### config.mk
export PLATFORM = sky130hd
export DESIGN_NAME = flash_loader_flat
export DESIGN_NICKNAME = d
export VERILOG_FILES = /design/src/rtl/flash_loader_pkg.sv /design/src/rtl/flash_loader_if.sv /design/src/rtl/flash_spi_shift.sv /design/src/rtl/flash_loader.sv /design/src/flat_wrapper.sv
export SDC_FILE = /design/constraint.sdc
export NUM_CORES = 1
export LEC_CHECK = 0
export ABC_AREA = 0
export CAP_MARGIN = 40
export CORE_UTILIZATION = 29
export CTS_CLUSTER_DIAMETER = 100
export DETAILED_ROUTE_END_ITERATION = 10
export GPL_ROUTABILITY_DRIVEN = 0
export GPL_TIMING_DRIVEN = 0
export REMOVE_ABC_BUFFERS = 1
export SYNTH_ARGS = -nofsm -noshare
export SYNTH_HDL_FRONTEND = slang
export SYNTH_SLANG_ARGS = --single-unit
### constraint.sdc
create_clock -name clk -period 3.3 [get_ports clk]
set_clock_uncertainty 0.15 [all_clocks]
set_input_delay 0.66 -clock clk [delete_from_list [all_inputs] [get_ports clk]]
set_output_delay 0.66 -clock clk [all_outputs]
set_load 0.01 [all_outputs]
### src/rtl/flash_loader_pkg.sv
// flash_loader_pkg: shared constants for the boot-time flash copier.
// Holds the FSM state encoding, the SPI READ opcode and the RAMIO access encodings.
package flash_loader_pkg;

  localparam logic [2:0] ST_IDLE  = 3'd0;
  localparam logic [2:0] ST_CMD   = 3'd1;
  localparam logic [2:0] ST_READ  = 3'd2;
  localparam logic [2:0] ST_WRITE = 3'd3;
  localparam logic [2:0] ST_WAIT  = 3'd4;
  localparam logic [2:0] ST_DONE  = 3'd5;

  localparam logic [7:0] FLASH_CMD_READ = 8'h03;

  localparam logic [1:0] RAMIO_WRITE_NONE = 2'b00;
  localparam logic [1:0] RAMIO_WRITE_WORD = 2'b11;
  localparam logic [2:0] RAMIO_READ_NONE  = 3'b000;

endpackage

### src/rtl/flash_loader_if.sv
// flash_loader_if: SPI flash pins plus the RAMIO write port driven by the loader.
// master = the loader, slave = the flash device / RAM side.
interface flash_loader_if;

  logic        flash_clk;
  logic        flash_mosi;
  logic        flash_miso;
  logic        flash_cs;
  logic        ramio_enable;
  logic [1:0]  ramio_write_type;
  logic [2:0]  ramio_read_type;
  logic [31:0] ramio_address;
  logic [31:0] ramio_data_in;
  logic        ramio_busy;

  modport master (
    output flash_clk, flash_mosi, flash_cs,
    output ramio_enable, ramio_write_type, ramio_read_type, ramio_address, ramio_data_in,
    input  flash_miso, ramio_busy
  );

  modport slave (
    input  flash_clk, flash_mosi, flash_cs,
    input  ramio_enable, ramio_write_type, ramio_read_type, ramio_address, ramio_data_in,
    output flash_miso, ramio_busy
  );

endinterface

### src/rtl/flash_spi_shift.sv
// flash_spi_shift: SPI mode-0 bit engine for the flash loader.
// Generates flash_clk (low phase first), shifts a 32-bit register MSB first,
// samples miso on the clk edge that drops flash_clk, and flags bit/word ends.
module flash_spi_shift #(
  parameter int CLK_HALF_PERIOD = 1
) (
  input  logic        clk,
  input  logic        rst,
  input  logic        load,
  input  logic [31:0] load_data,
  input  logic        run,
  input  logic        miso,
  output logic        flash_clk,
  output logic        mosi,
  output logic [31:0] shift_data,
  output logic        bit_done,
  output logic        word_done
);

  localparam int CW = (CLK_HALF_PERIOD > 1) ? $clog2(CLK_HALF_PERIOD) : 1;
  localparam logic [CW-1:0] PHASE_LAST = CW'(CLK_HALF_PERIOD - 1);

  logic [CW-1:0] phase_cnt;
  logic [4:0]    bit_cnt;
  logic          sending;
  logic          phase_end;

  assign phase_end = run && (phase_cnt == PHASE_LAST);
  assign bit_done  = phase_end && flash_clk;
  assign word_done = bit_done && (bit_cnt == 5'd31);
  assign mosi      = sending & shift_data[31];

  // Phase timing, SPI clock toggling and the shift register; idles with flash_clk low
  always_ff @(posedge clk) begin
    if (rst) begin
      phase_cnt  <= '0;
      bit_cnt    <= '0;
      flash_clk  <= 1'b0;
      shift_data <= '0;
      sending    <= 1'b0;
    end else if (load) begin
      phase_cnt  <= '0;
      bit_cnt    <= '0;
      flash_clk  <= 1'b0;
      shift_data <= load_data;
      sending    <= 1'b1;
    end else if (run) begin
      if (phase_end) begin
        phase_cnt <= '0;
        flash_clk <= ~flash_clk;
        if (flash_clk) begin
          shift_data <= {shift_data[30:0], miso};
          bit_cnt    <= bit_cnt + 5'd1;
          if (word_done) begin
            sending <= 1'b0;
          end
        end
      end else begin
        phase_cnt <= phase_cnt + CW'(1);
      end
    end
  end

endmodule

### src/rtl/flash_loader.sv
// flash_loader: copies FLASH_TRANSFER_BYTES from SPI flash into RAMIO as
// little-endian words, then raises a sticky done.
// Optional feature macro: FLASH_LOADER_CHECKSUM_EN adds a 32-bit checksum output.
module flash_loader
  import flash_loader_pkg::*;
#(
  parameter int          FLASH_TRANSFER_BYTES = 4096,
  parameter logic [23:0] FLASH_START_ADDR     = 24'h000000,
  parameter logic [31:0] RAM_DEST_ADDR        = 32'h00000000,
  parameter int          CLK_HALF_PERIOD      = 1
) (
  input  logic        clk,
  input  logic        rst,
  input  logic        start,
  output logic        busy,
  output logic        done,
`ifdef FLASH_LOADER_CHECKSUM_EN
  output logic [31:0] checksum,
`endif
  flash_loader_if.master bus
);

  localparam int WORDS   = FLASH_TRANSFER_BYTES / 4;
  localparam int COUNT_W = $clog2(WORDS + 1);
  localparam logic [COUNT_W-1:0] WORD_TOTAL = COUNT_W'(WORDS);
  localparam logic [COUNT_W-1:0] LAST_WORD  = COUNT_W'(1);

  logic [2:0]         state;
  logic               cs_q;
  logic               enable_q;
  logic [1:0]         write_type_q;
  logic [31:0]        address_q;
  logic [31:0]        data_q;
  logic [31:0]        next_addr;
  logic [COUNT_W-1:0] words_left;
  logic               wait_first;

  logic               spi_load;
  logic               spi_run;
  logic               spi_clk;
  logic               spi_mosi;
  logic [31:0]        spi_data;
  logic               bit_done;
  logic               word_done;
  logic               word_end;
  logic [31:0]        le_word;

  assign spi_load = (state == ST_IDLE) && start && !done;
  assign spi_run  = (state == ST_CMD) || (state == ST_READ);
  assign word_end = bit_done && word_done;
  assign le_word  = {spi_data[7:0], spi_data[15:8], spi_data[23:16], spi_data[31:24]};

  flash_spi_shift #(
    .CLK_HALF_PERIOD(CLK_HALF_PERIOD)
  ) u_shift (
    .clk        (clk),
    .rst        (rst),
    .load       (spi_load),
    .load_data  ({FLASH_CMD_READ, FLASH_START_ADDR}),
    .run        (spi_run),
    .miso       (bus.flash_miso),
    .flash_clk  (spi_clk),
    .mosi       (spi_mosi),
    .shift_data (spi_data),
    .bit_done   (bit_done),
    .word_done  (word_done)
  );

  assign bus.flash_clk        = spi_clk;
  assign bus.flash_mosi       = spi_mosi;
  assign bus.flash_cs         = cs_q;
  assign bus.ramio_enable     = enable_q;
  assign bus.ramio_write_type = write_type_q;
  assign bus.ramio_read_type  = RAMIO_READ_NONE;
  assign bus.ramio_address    = address_q;
  assign bus.ramio_data_in    = data_q;

  // Transfer sequencing: command, per-word read, RAMIO write handshake, completion
  always_ff @(posedge clk) begin
    if (rst) begin
      state        <= ST_IDLE;
      cs_q         <= 1'b1;
      enable_q     <= 1'b0;
      write_type_q <= RAMIO_WRITE_NONE;
      address_q    <= '0;
      data_q       <= '0;
      busy         <= 1'b0;
      done         <= 1'b0;
      next_addr    <= '0;
      words_left   <= '0;
      wait_first   <= 1'b0;
    end else begin
      enable_q     <= 1'b0;
      write_type_q <= RAMIO_WRITE_NONE;
      case (state)
        ST_IDLE: begin
          if (start && !done) begin
            cs_q       <= 1'b0;
            busy       <= 1'b1;
            next_addr  <= RAM_DEST_ADDR;
            words_left <= WORD_TOTAL;
            state      <= ST_CMD;
          end
        end
        ST_CMD: begin
          if (word_end) begin
            state <= ST_READ;
          end
        end
        ST_READ: begin
          if (word_end) begin
            state <= ST_WRITE;
          end
        end
        ST_WRITE: begin
          if (!bus.ramio_busy) begin
            enable_q     <= 1'b1;
            write_type_q <= RAMIO_WRITE_WORD;
            address_q    <= next_addr;
            data_q       <= le_word;
            wait_first   <= 1'b1;
            state        <= ST_WAIT;
          end
        end
        ST_WAIT: begin
          if (wait_first) begin
            wait_first <= 1'b0;
          end else if (!bus.ramio_busy) begin
            next_addr  <= next_addr + 32'd4;
            words_left <= words_left - LAST_WORD;
            if (words_left == LAST_WORD) begin
              cs_q  <= 1'b1;
              busy  <= 1'b0;
              done  <= 1'b1;
              state <= ST_DONE;
            end else begin
              state <= ST_READ;
            end
          end
        end
        ST_DONE: begin
          state <= ST_DONE;
        end
        default: begin
          state <= ST_IDLE;
        end
      endcase
    end
  end

`ifdef FLASH_LOADER_CHECKSUM_EN
  // Running modulo-2^32 sum of every word handed to RAMIO
  always_ff @(posedge clk) begin
    if (rst) begin
      checksum <= '0;
    end else if (enable_q) begin
      checksum <= checksum + data_q;
    end
  end
`else
  // Default build carries no checksum register or adder
`endif

endmodule
### src/flat_wrapper.sv
// flat-port wrapper written by rule: the top's interface ports become plain ports
module flash_loader_flat import flash_loader_pkg::*;
#(
  parameter int          FLASH_TRANSFER_BYTES = 4096,
  parameter logic [23:0] FLASH_START_ADDR     = 24'h000000,
  parameter logic [31:0] RAM_DEST_ADDR        = 32'h00000000,
  parameter int          CLK_HALF_PERIOD      = 1
)
  (clk, rst, start, busy, done, bus_flash_clk, bus_flash_mosi, bus_flash_cs, bus_ramio_enable, bus_ramio_write_type, bus_ramio_read_type, bus_ramio_address, bus_ramio_data_in, bus_flash_miso, bus_ramio_busy);
  flash_loader_if bus_i ();
  input  logic clk;
  input  logic rst;
  input  logic start;
  output logic busy;
  output logic done;
  output wire logic [$bits(bus_i.flash_clk)-1:0] bus_flash_clk;
  output wire logic [$bits(bus_i.flash_mosi)-1:0] bus_flash_mosi;
  output wire logic [$bits(bus_i.flash_cs)-1:0] bus_flash_cs;
  output wire logic [$bits(bus_i.ramio_enable)-1:0] bus_ramio_enable;
  output wire logic [$bits(bus_i.ramio_write_type)-1:0] bus_ramio_write_type;
  output wire logic [$bits(bus_i.ramio_read_type)-1:0] bus_ramio_read_type;
  output wire logic [$bits(bus_i.ramio_address)-1:0] bus_ramio_address;
  output wire logic [$bits(bus_i.ramio_data_in)-1:0] bus_ramio_data_in;
  input wire logic [$bits(bus_i.flash_miso)-1:0] bus_flash_miso;
  input wire logic [$bits(bus_i.ramio_busy)-1:0] bus_ramio_busy;
  assign bus_flash_clk = bus_i.flash_clk;
  assign bus_flash_mosi = bus_i.flash_mosi;
  assign bus_flash_cs = bus_i.flash_cs;
  assign bus_ramio_enable = bus_i.ramio_enable;
  assign bus_ramio_write_type = bus_i.ramio_write_type;
  assign bus_ramio_read_type = bus_i.ramio_read_type;
  assign bus_ramio_address = bus_i.ramio_address;
  assign bus_ramio_data_in = bus_i.ramio_data_in;
  assign bus_i.flash_miso = bus_flash_miso;
  assign bus_i.ramio_busy = bus_ramio_busy;
  flash_loader #(.FLASH_TRANSFER_BYTES(FLASH_TRANSFER_BYTES), .FLASH_START_ADDR(FLASH_START_ADDR), .RAM_DEST_ADDR(RAM_DEST_ADDR), .CLK_HALF_PERIOD(CLK_HALF_PERIOD)) u_core (.clk(clk), .rst(rst), .start(start), .busy(busy), .done(done), .bus(bus_i));
endmodule
==> impl_results.md <==
* DP Wirelength at 8330 µm
* CTS Buffer Depth at 2
* Warnings, synthesis at 0
* Fmax at 339 MHz
* Fin crit share at 89.5%
* CTS tree: built
* Fraction of registers with async set/reset at 0%
* DP Area at 6940 µm²
* Synth cell count leaders: 206 x nand2_1, 151 x dfxtp_1, 106 x a21oi_1
* Placed insts at 1,026
* Die height at 144 µm
* CP required at 3.49 ns
* Number of enable flip-flop cells after synthesis at 0
* Crit path max-delay family: simple AND/OR/NAND/NOR gates
* Clock sinks at 151
* Initial DRC Count at 319
* Initial antenna violation count at 0
* Worst skew pair latency at 0.42 ns
* Yosys reg bits at 151
* Final Core Density at 38.8%
* Pwr/cell area at 556 nW/µm²
* CP bufs+invs at 1
* ANT nets after route at 0
* Worst IR Drop VDD at 0.262 mV
* Slew Viols, Final at 0
* Crit path cell chain: clkdlybuf4s50_1 > or3b_1 > a2111o_1 > or3_1 > or3_1 > a21oi_1
* Leakage power at 2.47 nW
* Antenna Cells at 0
* Total via count in the routed design at 4,827
* Worst path depth at 6
* Layout cells sized above 1 at 6.31%
* Mapped Avg Cell Area at 8.06 µm²
* Yosys top cell by area: dfxtp_1
* Worst path slowest cell: a2111o_1
* Worst Setup Start Kind: input pin
* Pre-CTS setup slack at -0.0680 ns
* Worst slew pin tran at 0.882 ns
* Gates resized, CTS repair at 0
* Port bufs at 74
* Final count of negative-setup-slack endpoints at 0
* Slew headroom at 41.2%
* Final Total Pwr at 4.24 mW
* Most frequent cell after synthesis: nand2_1
* Worst Path Max Fanout at 12
* Data arrival, critical path at 3.14 ns
* Hold Worst Slack at 0.300 ns
* Area growth from synthesis to layout at 29.7%
* Setup TNS at 0 ns
* Core Rows at 51
* Postcts setup bufs at 0
* Critical Path End Type: flip-flop
* Post-synth cell types at 42
* Hold Crit Depth at 2
* Worst hold path class: reg2reg
* DRC at 0
* Gate Count Post-Synth at 729
* WL final at 13,000 µm
* H-tree levels at 4
* Max cap viols at 0
* RSZ-0062 raised after global routing: no
* Final Hold Fails at 0
* Post-route setup slack at 0.347 ns
* Largest net degree at the start of global routing at 81
* Share of the synthesized area in the top cell type at 51.4%
* DIE AREA at 20,800 µm²
* Net total in the final layout at 790
* Most used DFF post-synth: dfxtp_1
* Core footprint at 19,700 µm²
* First-pass GRT wire length at 21,900 µm
* Fin crit period at 2.95 ns
* Worst R2R Setup Slack at 0.39 ns
* Crit Path Class: in2reg
* Clock root buffer master: clkbuf_16
* Initial Utilization at 29.9%
* Area of the mapped netlist at 5880 µm²
* Final Non-Filler Cells at 1,058
* Overall Global Routing Usage at 13.4%
* Drt wl/cell at 12.3 µm
* Worst stage delay on the critical path at 0.58 ns
* Worst Reg-to-Reg Cells at 5
* DR pass1 iterations at 4
* CTS clk-pin slew, worst paths at 0.06 ns
* DR vias/cell at 4.56
* Status: finished, final reports clean
* Cts hold-fix bufs at 0
* Num ports at 80
* Vias in the first global route at 4,401
* Most frequent CP cell: or3_1
* Synth area leaders: dfxtp_1 51%, nand2_1 13%, a21oi_1 9.0%
* Overflow after GRT at 0
* Finished layout cell area at 7630 µm²
* Num CTS Buffers at 17
* Die width at 144 µm
* Sequential cell area fraction in the yosys report at 51.4%
[registers in the layout, summed over array words and instances (netlist names)]
register	cells
u_core.u_shift.bit_cnt	5
u_core.next_addr	30
u_core.bus.ramio_data_in	32
u_core.bus.ramio_address	30
u_core.bus.ramio_write_type	1
u_core.state	3
u_core.wait_first	1
u_core.u_shift.shift_data	32
u_core.done	1
u_core.bus.flash_cs	1
u_core.u_shift.phase_cnt	1
u_core.words_left	11
u_core.u_shift.sending	1
u_core.u_shift.flash_clk	1
u_core.busy	1
[final cells by class]
| type | count | area, µm² |
|---|---|---|
| Clock inverter | 14 | 248 |
| Fill cell | 2077 | 12000 |
| Timing Repair Buffer | 83 | 917 |
| Sequential cell | 151 | 3020 |
| Inverter | 8 | 30.0 |
| Multi-Input combinational cell | 519 | 2640 |
| Clock buffer | 18 | 439 |
| Tap cell | 265 | 332 |
[worst min-delay path: stages, from the launching register on]
cell and delay [ns]:
dfxtp_1 0.30, nand2_1 0.05, a21oi_1 0.05
[where the power goes]
group	leakage [nW]	switching, mW	internal (mW)
sequential	1.22	0.0181	1.84
clock	0.327	0.783	1.45
combinational	0.920	0.0973	0.0545
total	2.47	0.898	3.34
[final timing paths]
path | startpoint | end
max | start | u_core.next_addr[31]
min | u_core.bus.ramio_data_in[23] | u_core.bus.ramio_data_in[23]
max reg2reg | u_core.state[2] | u_core.next_addr[31]
min reg2reg | u_core.bus.ramio_data_in[23] | u_core.bus.ramio_data_in[23]
[routing by layer]
metal  part of all wire, %  track usage, %  up-vias
li1                      -               -     2505
met1                    49            17.7     2229
met2                    44            20.0       75
met3                   4.4            3.77       18
met4                   1.8            6.20        0
met5                     0               0        -
[cells in the final DEF, fill, tap and decap left out, types with 6 or more instances in the layout]
master,instances
inv_1,8
xnor2_1,26
nand3_1,14
nand2_1,206
nor2_1,58
clkbuf_16,17
dfxtp_1,151
a21oi_1,106
nor4_1,15
nand4_1,7
nor3_1,13
and4_1,6
clkdlybuf4s50_1,73
bufinv_16,6
xor2_1,13
[cell families after synthesis]
logic type / Yosys count / share of synthesized area (%)
AND/OR/NAND/NOR: 349 / 26.2
other: 1 / 0.0638
AO/OA/AOI/OAI: 121 / 10.9
XOR/XNOR: 39 / 5.81
buffers and inverters: 63 / 4.51
flip-flops: 151 / 51.4
adder cells (fa/ha/maj): 5 / 1.06
Power figures use the tool's default switching activity.
